$ cat src/rtl/bram_port_arbiter_if.sv
`default_nettype none
// ============================================================================
// Module   : bram_port_arbiter_if
// Brief    : Request/response channels of two requesters plus the shared
//            BRAM port-B signals, as seen by the arbiter (slave) and by the
//            requesters/BRAM (master).
// Revision : 1.0 - initial release
// ============================================================================
interface bram_port_arbiter_if #(
    parameter int ADDR_WIDTH = 10,
    parameter int DATA_WIDTH = 32
);
    // Index n of each vector belongs to requester n
    logic [1:0]                 req_valid;
    logic [1:0]                 req_ready;
    logic [1:0]                 req_we;
    logic [1:0]                 req_lock;
    logic [1:0][ADDR_WIDTH-1:0] req_addr;
    logic [1:0][DATA_WIDTH-1:0] req_wdata;
    logic [1:0]                 rsp_valid;
    logic [1:0][DATA_WIDTH-1:0] rsp_rdata;

    logic                       bram_en;
    logic                       bram_we;
    logic [ADDR_WIDTH-1:0]      bram_addr;
    logic [DATA_WIDTH-1:0]      bram_di;
    logic [DATA_WIDTH-1:0]      bram_do;

    modport slave (
        input  req_valid, req_we, req_lock, req_addr, req_wdata, bram_do,
        output req_ready, rsp_valid, rsp_rdata, bram_en, bram_we, bram_addr, bram_di
    );

    modport master (
        output req_valid, req_we, req_lock, req_addr, req_wdata, bram_do,
        input  req_ready, rsp_valid, rsp_rdata, bram_en, bram_we, bram_addr, bram_di
    );
endinterface
`default_nettype wire

$ cat src/rtl/bram_port_arbiter.sv
`default_nettype none
// ============================================================================
// Module   : bram_port_arbiter
// Brief    : Shares BRAM port B between two requesters with locked bursts,
//            a lock-length starvation guard and fixed-latency read responses.
//            Define BRAM_ARB_RR_EN for round-robin priority; otherwise
//            requester 0 has fixed priority.
// Revision : 1.0 - initial release
// ============================================================================
module bram_port_arbiter #(
    parameter int ADDR_WIDTH = 10,
    parameter int DATA_WIDTH = 32,
    parameter int RD_LATENCY = 1,   // 1 or 2
    parameter int LOCK_MAX   = 16   // 0 = unlimited lock
) (
    input  wire logic           clk,
    input  wire logic           rst_n,
    bram_port_arbiter_if.slave  bus
);

    localparam int                 c_CNT_W     = (LOCK_MAX > 1) ? $clog2(LOCK_MAX) : 1;
    localparam bit                 c_LOCK_EN   = (LOCK_MAX > 0);
    localparam logic [c_CNT_W-1:0] c_LOCK_LAST = c_CNT_W'((LOCK_MAX > 0) ? LOCK_MAX - 1 : 0);

    typedef enum logic [1:0] {
        ST_IDLE = 2'd0,
        ST_OWN0 = 2'd1,
        ST_OWN1 = 2'd2
    } state_t;

    state_t                r_state;
    state_t                w_state_nxt;
    logic                  r_prio;
    logic                  w_prio_nxt;
    logic [c_CNT_W-1:0]    r_lock_cnt;
    logic [c_CNT_W-1:0]    w_lock_cnt_nxt;
    logic                  w_gnt_vld;
    logic                  w_gnt_id;
    logic                  w_force;
    logic                  w_owner;

    logic [RD_LATENCY-1:0] r_tag_vld;
    logic [RD_LATENCY-1:0] r_tag_id;
    logic [1:0]            w_rsp_valid;
    logic [1:0][DATA_WIDTH-1:0] r_rdata_hold;

    // Grant is suppressed while reset is asserted so no beat leaks out
    always_comb begin
        w_gnt_vld = 1'b0;
        w_gnt_id  = 1'b0;
        if (rst_n) begin
            case (r_state)
                ST_IDLE: begin
                    if (&bus.req_valid) begin
                        w_gnt_vld = 1'b1;
                        w_gnt_id  = r_prio;
                    end else if (bus.req_valid[0]) begin
                        w_gnt_vld = 1'b1;
                        w_gnt_id  = 1'b0;
                    end else if (bus.req_valid[1]) begin
                        w_gnt_vld = 1'b1;
                        w_gnt_id  = 1'b1;
                    end
                end
                ST_OWN0: begin
                    w_gnt_vld = bus.req_valid[0];
                    w_gnt_id  = 1'b0;
                end
                ST_OWN1: begin
                    w_gnt_vld = bus.req_valid[1];
                    w_gnt_id  = 1'b1;
                end
                default: ;
            endcase
        end
    end

    always_comb begin
        w_state_nxt    = r_state;
        w_prio_nxt     = r_prio;
        w_lock_cnt_nxt = '0;
        w_owner        = (r_state == ST_OWN1);
        w_force        = c_LOCK_EN && (r_state != ST_IDLE) && (r_lock_cnt == c_LOCK_LAST);

        if (w_gnt_vld) begin
            if (bus.req_lock[w_gnt_id])
                w_state_nxt = w_gnt_id ? ST_OWN1 : ST_OWN0;
            else
                w_state_nxt = ST_IDLE;
        end
        if (w_force)
            w_state_nxt = ST_IDLE;

        if (w_force)
            w_prio_nxt = ~w_owner;
`ifdef BRAM_ARB_RR_EN
        else if (w_gnt_vld && (w_state_nxt == ST_IDLE))
            w_prio_nxt = ~w_gnt_id;
`else
        // A forced release handed priority to requester 1 for one grant only
        else if (w_gnt_vld && w_gnt_id)
            w_prio_nxt = 1'b0;
`endif

        if (c_LOCK_EN && (r_state != ST_IDLE) && (w_state_nxt == r_state))
            w_lock_cnt_nxt = r_lock_cnt + 1'b1;
    end

    always_ff @(posedge clk or negedge rst_n) begin
        if (!rst_n) begin
            r_state    <= ST_IDLE;
            r_prio     <= 1'b0;
            r_lock_cnt <= '0;
        end else begin
            r_state    <= w_state_nxt;
            r_prio     <= w_prio_nxt;
            r_lock_cnt <= w_lock_cnt_nxt;
        end
    end

    always_comb begin
        bus.req_ready = w_gnt_vld ? (2'b01 << w_gnt_id) : 2'b00;
        bus.bram_en   = w_gnt_vld;
        bus.bram_we   = w_gnt_vld & bus.req_we[w_gnt_id];
        bus.bram_addr = bus.req_addr[w_gnt_id];
        bus.bram_di   = bus.req_wdata[w_gnt_id];
    end

    // Read tags travel alongside the BRAM read pipeline; writes carry no tag
    always_ff @(posedge clk or negedge rst_n) begin
        if (!rst_n) begin
            r_tag_vld <= '0;
            r_tag_id  <= '0;
        end else begin
            r_tag_vld[0] <= w_gnt_vld & ~bus.req_we[w_gnt_id];
            r_tag_id[0]  <= w_gnt_id;
            for (int i = 1; i < RD_LATENCY; i++) begin
                r_tag_vld[i] <= r_tag_vld[i-1];
                r_tag_id[i]  <= r_tag_id[i-1];
            end
        end
    end

    always_comb begin
        for (int n = 0; n < 2; n++) begin
            w_rsp_valid[n]   = r_tag_vld[RD_LATENCY-1] && (r_tag_id[RD_LATENCY-1] == 1'(n));
            bus.rsp_rdata[n] = w_rsp_valid[n] ? bus.bram_do : r_rdata_hold[n];
        end
        bus.rsp_valid = w_rsp_valid;
    end

    always_ff @(posedge clk or negedge rst_n) begin
        if (!rst_n) begin
            r_rdata_hold <= '0;
        end else begin
            for (int n = 0; n < 2; n++) begin
                if (w_rsp_valid[n])
                    r_rdata_hold[n] <= bus.bram_do;
            end
        end
    end

endmodule
`default_nettype wire

$ cat src/flat_wrapper.sv
// flat-port wrapper written by rule: the top's interface ports become plain ports
module bram_port_arbiter_flat 
#(
    parameter int ADDR_WIDTH = 10,
    parameter int DATA_WIDTH = 32,
    parameter int RD_LATENCY = 1,            
    parameter int LOCK_MAX   = 16                        
)
  (clk, rst_n, bus_req_valid, bus_req_we, bus_req_lock, bus_req_addr, bus_req_wdata, bus_bram_do, bus_req_ready, bus_rsp_valid, bus_rsp_rdata, bus_bram_en, bus_bram_we, bus_bram_addr, bus_bram_di);
  bram_port_arbiter_if #(.ADDR_WIDTH(ADDR_WIDTH), .DATA_WIDTH(DATA_WIDTH)) bus_i ();
  input  wire logic clk;
  input  wire logic rst_n;
  input wire logic [$bits(bus_i.req_valid)-1:0] bus_req_valid;
  input wire logic [$bits(bus_i.req_we)-1:0] bus_req_we;
  input wire logic [$bits(bus_i.req_lock)-1:0] bus_req_lock;
  input wire logic [$bits(bus_i.req_addr)-1:0] bus_req_addr;
  input wire logic [$bits(bus_i.req_wdata)-1:0] bus_req_wdata;
  input wire logic [$bits(bus_i.bram_do)-1:0] bus_bram_do;
  output wire logic [$bits(bus_i.req_ready)-1:0] bus_req_ready;
  output wire logic [$bits(bus_i.rsp_valid)-1:0] bus_rsp_valid;
  output wire logic [$bits(bus_i.rsp_rdata)-1:0] bus_rsp_rdata;
  output wire logic [$bits(bus_i.bram_en)-1:0] bus_bram_en;
  output wire logic [$bits(bus_i.bram_we)-1:0] bus_bram_we;
  output wire logic [$bits(bus_i.bram_addr)-1:0] bus_bram_addr;
  output wire logic [$bits(bus_i.bram_di)-1:0] bus_bram_di;
  assign bus_i.req_valid = bus_req_valid;
  assign bus_i.req_we = bus_req_we;
  assign bus_i.req_lock = bus_req_lock;
  assign bus_i.req_addr = bus_req_addr;
  assign bus_i.req_wdata = bus_req_wdata;
  assign bus_i.bram_do = bus_bram_do;
  assign bus_req_ready = bus_i.req_ready;
  assign bus_rsp_valid = bus_i.rsp_valid;
  assign bus_rsp_rdata = bus_i.rsp_rdata;
  assign bus_bram_en = bus_i.bram_en;
  assign bus_bram_we = bus_i.bram_we;
  assign bus_bram_addr = bus_i.bram_addr;
  assign bus_bram_di = bus_i.bram_di;
  bram_port_arbiter #(.ADDR_WIDTH(ADDR_WIDTH), .DATA_WIDTH(DATA_WIDTH), .RD_LATENCY(RD_LATENCY), .LOCK_MAX(LOCK_MAX)) u_core (.clk(clk), .rst_n(rst_n), .bus(bus_i));
endmodule
$ cat config.mk
export PLATFORM = sky130hd
export DESIGN_NAME = bram_port_arbiter_flat
export DESIGN_NICKNAME = d
export VERILOG_FILES = /design/src/rtl/bram_port_arbiter_if.sv /design/src/rtl/bram_port_arbiter.sv /design/src/flat_wrapper.sv
export SDC_FILE = /design/constraint.sdc
export NUM_CORES = 1
export LEC_CHECK = 0
export ABC_CLOCK_PERIOD_IN_PS = 2760
export CAP_MARGIN = 40
export CORE_MARGIN = 2
export CORE_UTILIZATION = 35
export CTS_BUF_LIST = sky130_fd_sc_hd__clkbuf_4 sky130_fd_sc_hd__clkbuf_8
export DETAILED_ROUTE_END_ITERATION = 12
export MAX_ROUTING_LAYER = met4
export PLACE_DENSITY = 0.89
export SYNTH_ARGS = -nofsm -noshare
export SYNTH_HDL_FRONTEND = slang
export SYNTH_SLANG_ARGS = --single-unit
$ cat constraint.sdc
create_clock -name clk -period 2.76 [get_ports clk]
set_input_delay 0.414 -clock clk [delete_from_list [all_inputs] [get_ports clk]]
set_output_delay 0.414 -clock clk [all_outputs]
set_load 0.05 [all_outputs]
==> flow_metrics.env <==
export IMPL_rsz0062_at_grt="false"
export IMPL_power_leakage_nw=2.73
export IMPL_ys_ff_latch=73
export IMPL_hold_path_class="in2async"
export IMPL_grt_max_degree=51
export IMPL_setup_viol=0
export IMPL_power_density_nw_per_um2=946
export IMPL_cts_setup_buffers=0
export IMPL_p_comb_share_pct=60.3
export IMPL_fin_skew_ps=8.98
export IMPL_dpl_instance_area_um2=6100
export IMPL_coreArea_um2=9640
export IMPL_fin_crit_ps=2510
export IMPL_clock_sinks=73
export IMPL_worst_setup_path_start_kind="primary input"
export IMPL_die_area_um2=10600
export IMPL_switching_share_pct=43.3
export IMPL_port_buffers=235
export IMPL_vias=2889
export IMPL_start_util_pct=35.4
export IMPL_synth_cell_types=33
export IMPL_final_layout_size_suffix_gt1_share_pct=50.7
export IMPL_dieWidth_um=103
export IMPL_tightest_slew_ps=438
export IMPL_syn_avg_cell_area_um2=14.5
export IMPL_ir_drop_mv=0.518
export IMPL_postCtsHoldBufs=0
export IMPL_cts_root_buf="clkbuf_8"
export IMPL_grt_pass1_vias=3170
export IMPL_routabilityCongestion=0.851
export IMPL_worst_setup_path_type="in2out"
export IMPL_drt_pass1_iterations=4
export IMPL_required_ps=2350
export IMPL_pre_cts_ws_ps=262
export IMPL_register_area_um2=1830
export IMPL_clk_latency_ps=340
export IMPL_cp_cell_sequence="clkdlybuf4s50_1, nor3b_4, nor3_4, buf_12, mux2_1, buf_4"
export IMPL_multi_input_area_um2=1490
export IMPL_rows=36
export IMPL_syn_nets=361
export IMPL_crit_path_max_fanout=34
export IMPL_internal_power_mw=3.39
export IMPL_fmax_ghz=0.399
export IMPL_grtUsageTotal_pct=20.5
export IMPL_power_switching_mw=2.58
export IMPL_tns_ps=0
export IMPL_post_drt_wl_per_cell_um=17.3
export IMPL_cts_tree="yes"
export IMPL_crit_slowest_cell="clkdlybuf4s50_1"
export IMPL_grt_overflow_total=0
export IMPL_yosysWarnings=0
export IMPL_cpPeakStageDelay_ps=440
export IMPL_ctsResizeCount=0
export IMPL_ys_seq_area_share_pct=53.5
export IMPL_slew_viol_final=0
export IMPL_routed_wirelength_mm=10.7
export IMPL_cp_data_arrival_time_ps=2090
export IMPL_num_fill_cells=740
export IMPL_antenna_found_initial=0
export IMPL_path_buf_inv=3
export IMPL_dieHeight_um=103
export IMPL_max_slew_margin_pct=70.7
export IMPL_hold_viol_final=0
export IMPL_clockBufferDepth=2
export IMPL_p_seq_share_pct=25.3
export IMPL_cts_buffers=9
export IMPL_antenna_cells=0
export IMPL_min_period_over_period_pct=90.9
export IMPL_fin_area_um2=6310
export IMPL_ant_nets=0
export IMPL_drt_iter0_drc=76
export IMPL_endpoint_kind="primary output"
export IMPL_cts_max_level=3
export IMPL_worst_slack_ps=252
export IMPL_whs_ps=130
export IMPL_outcome="finished clean"
export IMPL_clockPowerShare_pct=14.4
export IMPL_syn_to_final_growth_pct=84.8
export IMPL_syn_inst=236
export IMPL_viasPerCell=4.71
export IMPL_cap_viol_max_count=0
export IMPL_grt_pass1_wl_mm=15.9
export IMPL_clk_pin_slew_worst_paths_ps=80
export IMPL_drc=0
export IMPL_syn_area_um2=3420
export IMPL_nNetsFinal=601
export IMPL_path_delay_family="buffers and inverters"
export IMPL_ios=236
export IMPL_dp_hpwl_mm=8.59
[cell usage in the layout, fill, tap and decap left out, types with 3 or more instances in the layout]
| cell type | netlist | layout |
|---|---|---|
| clkdlybuf4s50_1 | 0 | 122 |
| mux2_2 | 103 | 103 |
| buf_4 | 0 | 82 |
| dfrtp_1 | 73 | 73 |
| buf_12 | 0 | 37 |
| clkbuf_8 | 0 | 10 |
| inv_1 | 5 | 5 |
| nor2_1 | 4 | 4 |
| a211oi_1 | 4 | 4 |
| a21oi_1 | 3 | 3 |
| mux2_1 | 3 | 3 |
| nand2_1 | 3 | 3 |
[power by group through the flow]
stage	Combinational [mW]	Sequential, mW	Clock (mW)
2_1_floorplan	2.09	1.49	0
3_3_place_gp	3.57	1.51	0
3_5_place_dp	3.63	1.54	0
4_1_cts	3.63	1.52	0.886
5_1_grt	3.73	1.55	0.935
6_report	3.60	1.51	0.859
[final cells by class]
type,instances,area share [%]
clock inverters,5,1.01
inverters,5,0.297
multi-input cells,145,23.6
flip-flops and latches,73,28.9
well taps,133,2.64
clock buffers,11,2.30
repair buffers,242,41.3
[stage by stage]
step	instances	utilization [%]	power (mW)
4_1_cts	614	65.5	6.04
2_1_floorplan	236	-	3.58
3_5_place_dp	598	63.3	5.16
3_3_place_gp	597	63.0	5.08
5_1_grt	614	65.5	6.21
6_report	614	65.5	5.97
[path summary, 6_finish.rpt]
kind | startpoint | end | slack, ps | depth (start not counted)
max | bus_req_valid[0] | bus_bram_addr[2] | 250 | 6
min | rst_n | u_core.r_rdata_hold[18] | 130 | 2
max reg2reg | u_core.r_state[1] | u_core.r_lock_cnt[1] | 1190 | 4
min reg2reg | u_core.r_lock_cnt[0] | u_core.r_lock_cnt[0] | 480 | 1
max in group asynchronous | rst_n | u_core.r_rdata_hold[2] | 2070 | 3
min in group clk | u_core.r_lock_cnt[0] | u_core.r_lock_cnt[0] | 480 | 1
[cells by family after synthesis]
logic type      synth area share, %
mux                            34.9
flops                          53.5
xor+xnor                      0.513
buf+inv                        3.22
compound gates                 3.48
simple gates                   4.03
fa+ha+maj                     0.366
[cell usage after synthesis]
cell	count	share of area, %
nand2_1	3	0.33
nand2b_4	1	0.40
and3_1	1	0.18
nand2b_1	1	0.18
mux2_2	103	34
nor2_1	4	0.44
a21oi_1	3	0.44
a211oi_1	4	0.88
inv_1	5	0.55
o21ai_0	1	0.15
o21a_1	1	0.22
or4_1	1	0.22
a32o_1	2	0.59
nor3_4	1	0.48
a41oi_1	1	0.26
buf_6	5	1.6
buf_2	4	0.59
o31ai_1	1	0.22
clkbuf_1	1	0.11
dfrtp_1	73	53
o21ai_1	1	0.15
xnor2_1	1	0.26
nor2b_1	3	0.55
nand3b_1	1	0.22
a22o_1	1	0.26
buf_1	3	0.33
xor2_1	1	0.26
o221a_2	1	0.33
nor3b_4	1	0.55
nand3_1	2	0.29
nand4_1	1	0.18
mux2_1	3	0.99
ha_1	1	0.37
[worst reg2reg max path: stages, from the launching register on]
cell and delay, ps:
dfrtp_1 540, nor2b_1 120, o21ai_1 270, inv_1 220, a211oi_1 300
[per-layer routing]
layer,up-vias,part of all wire (%),track usage (%)
met1,1411,37,23.7
li1,1333,-,-
met2,135,55,36.1
met5,-,0,-
met4,0,1.1,6.38
met3,10,6.9,3.86
[sequential cells by signal, indices dropped and copies added (netlist names)]
signal,cells
u_core.r_tag_id,1
u_core.r_tag_vld,1
u_core.r_lock_cnt,4
u_core.r_state,2
u_core.r_rdata_hold,64
u_core.r_prio,1
Power figures use the tool's default switching activity.
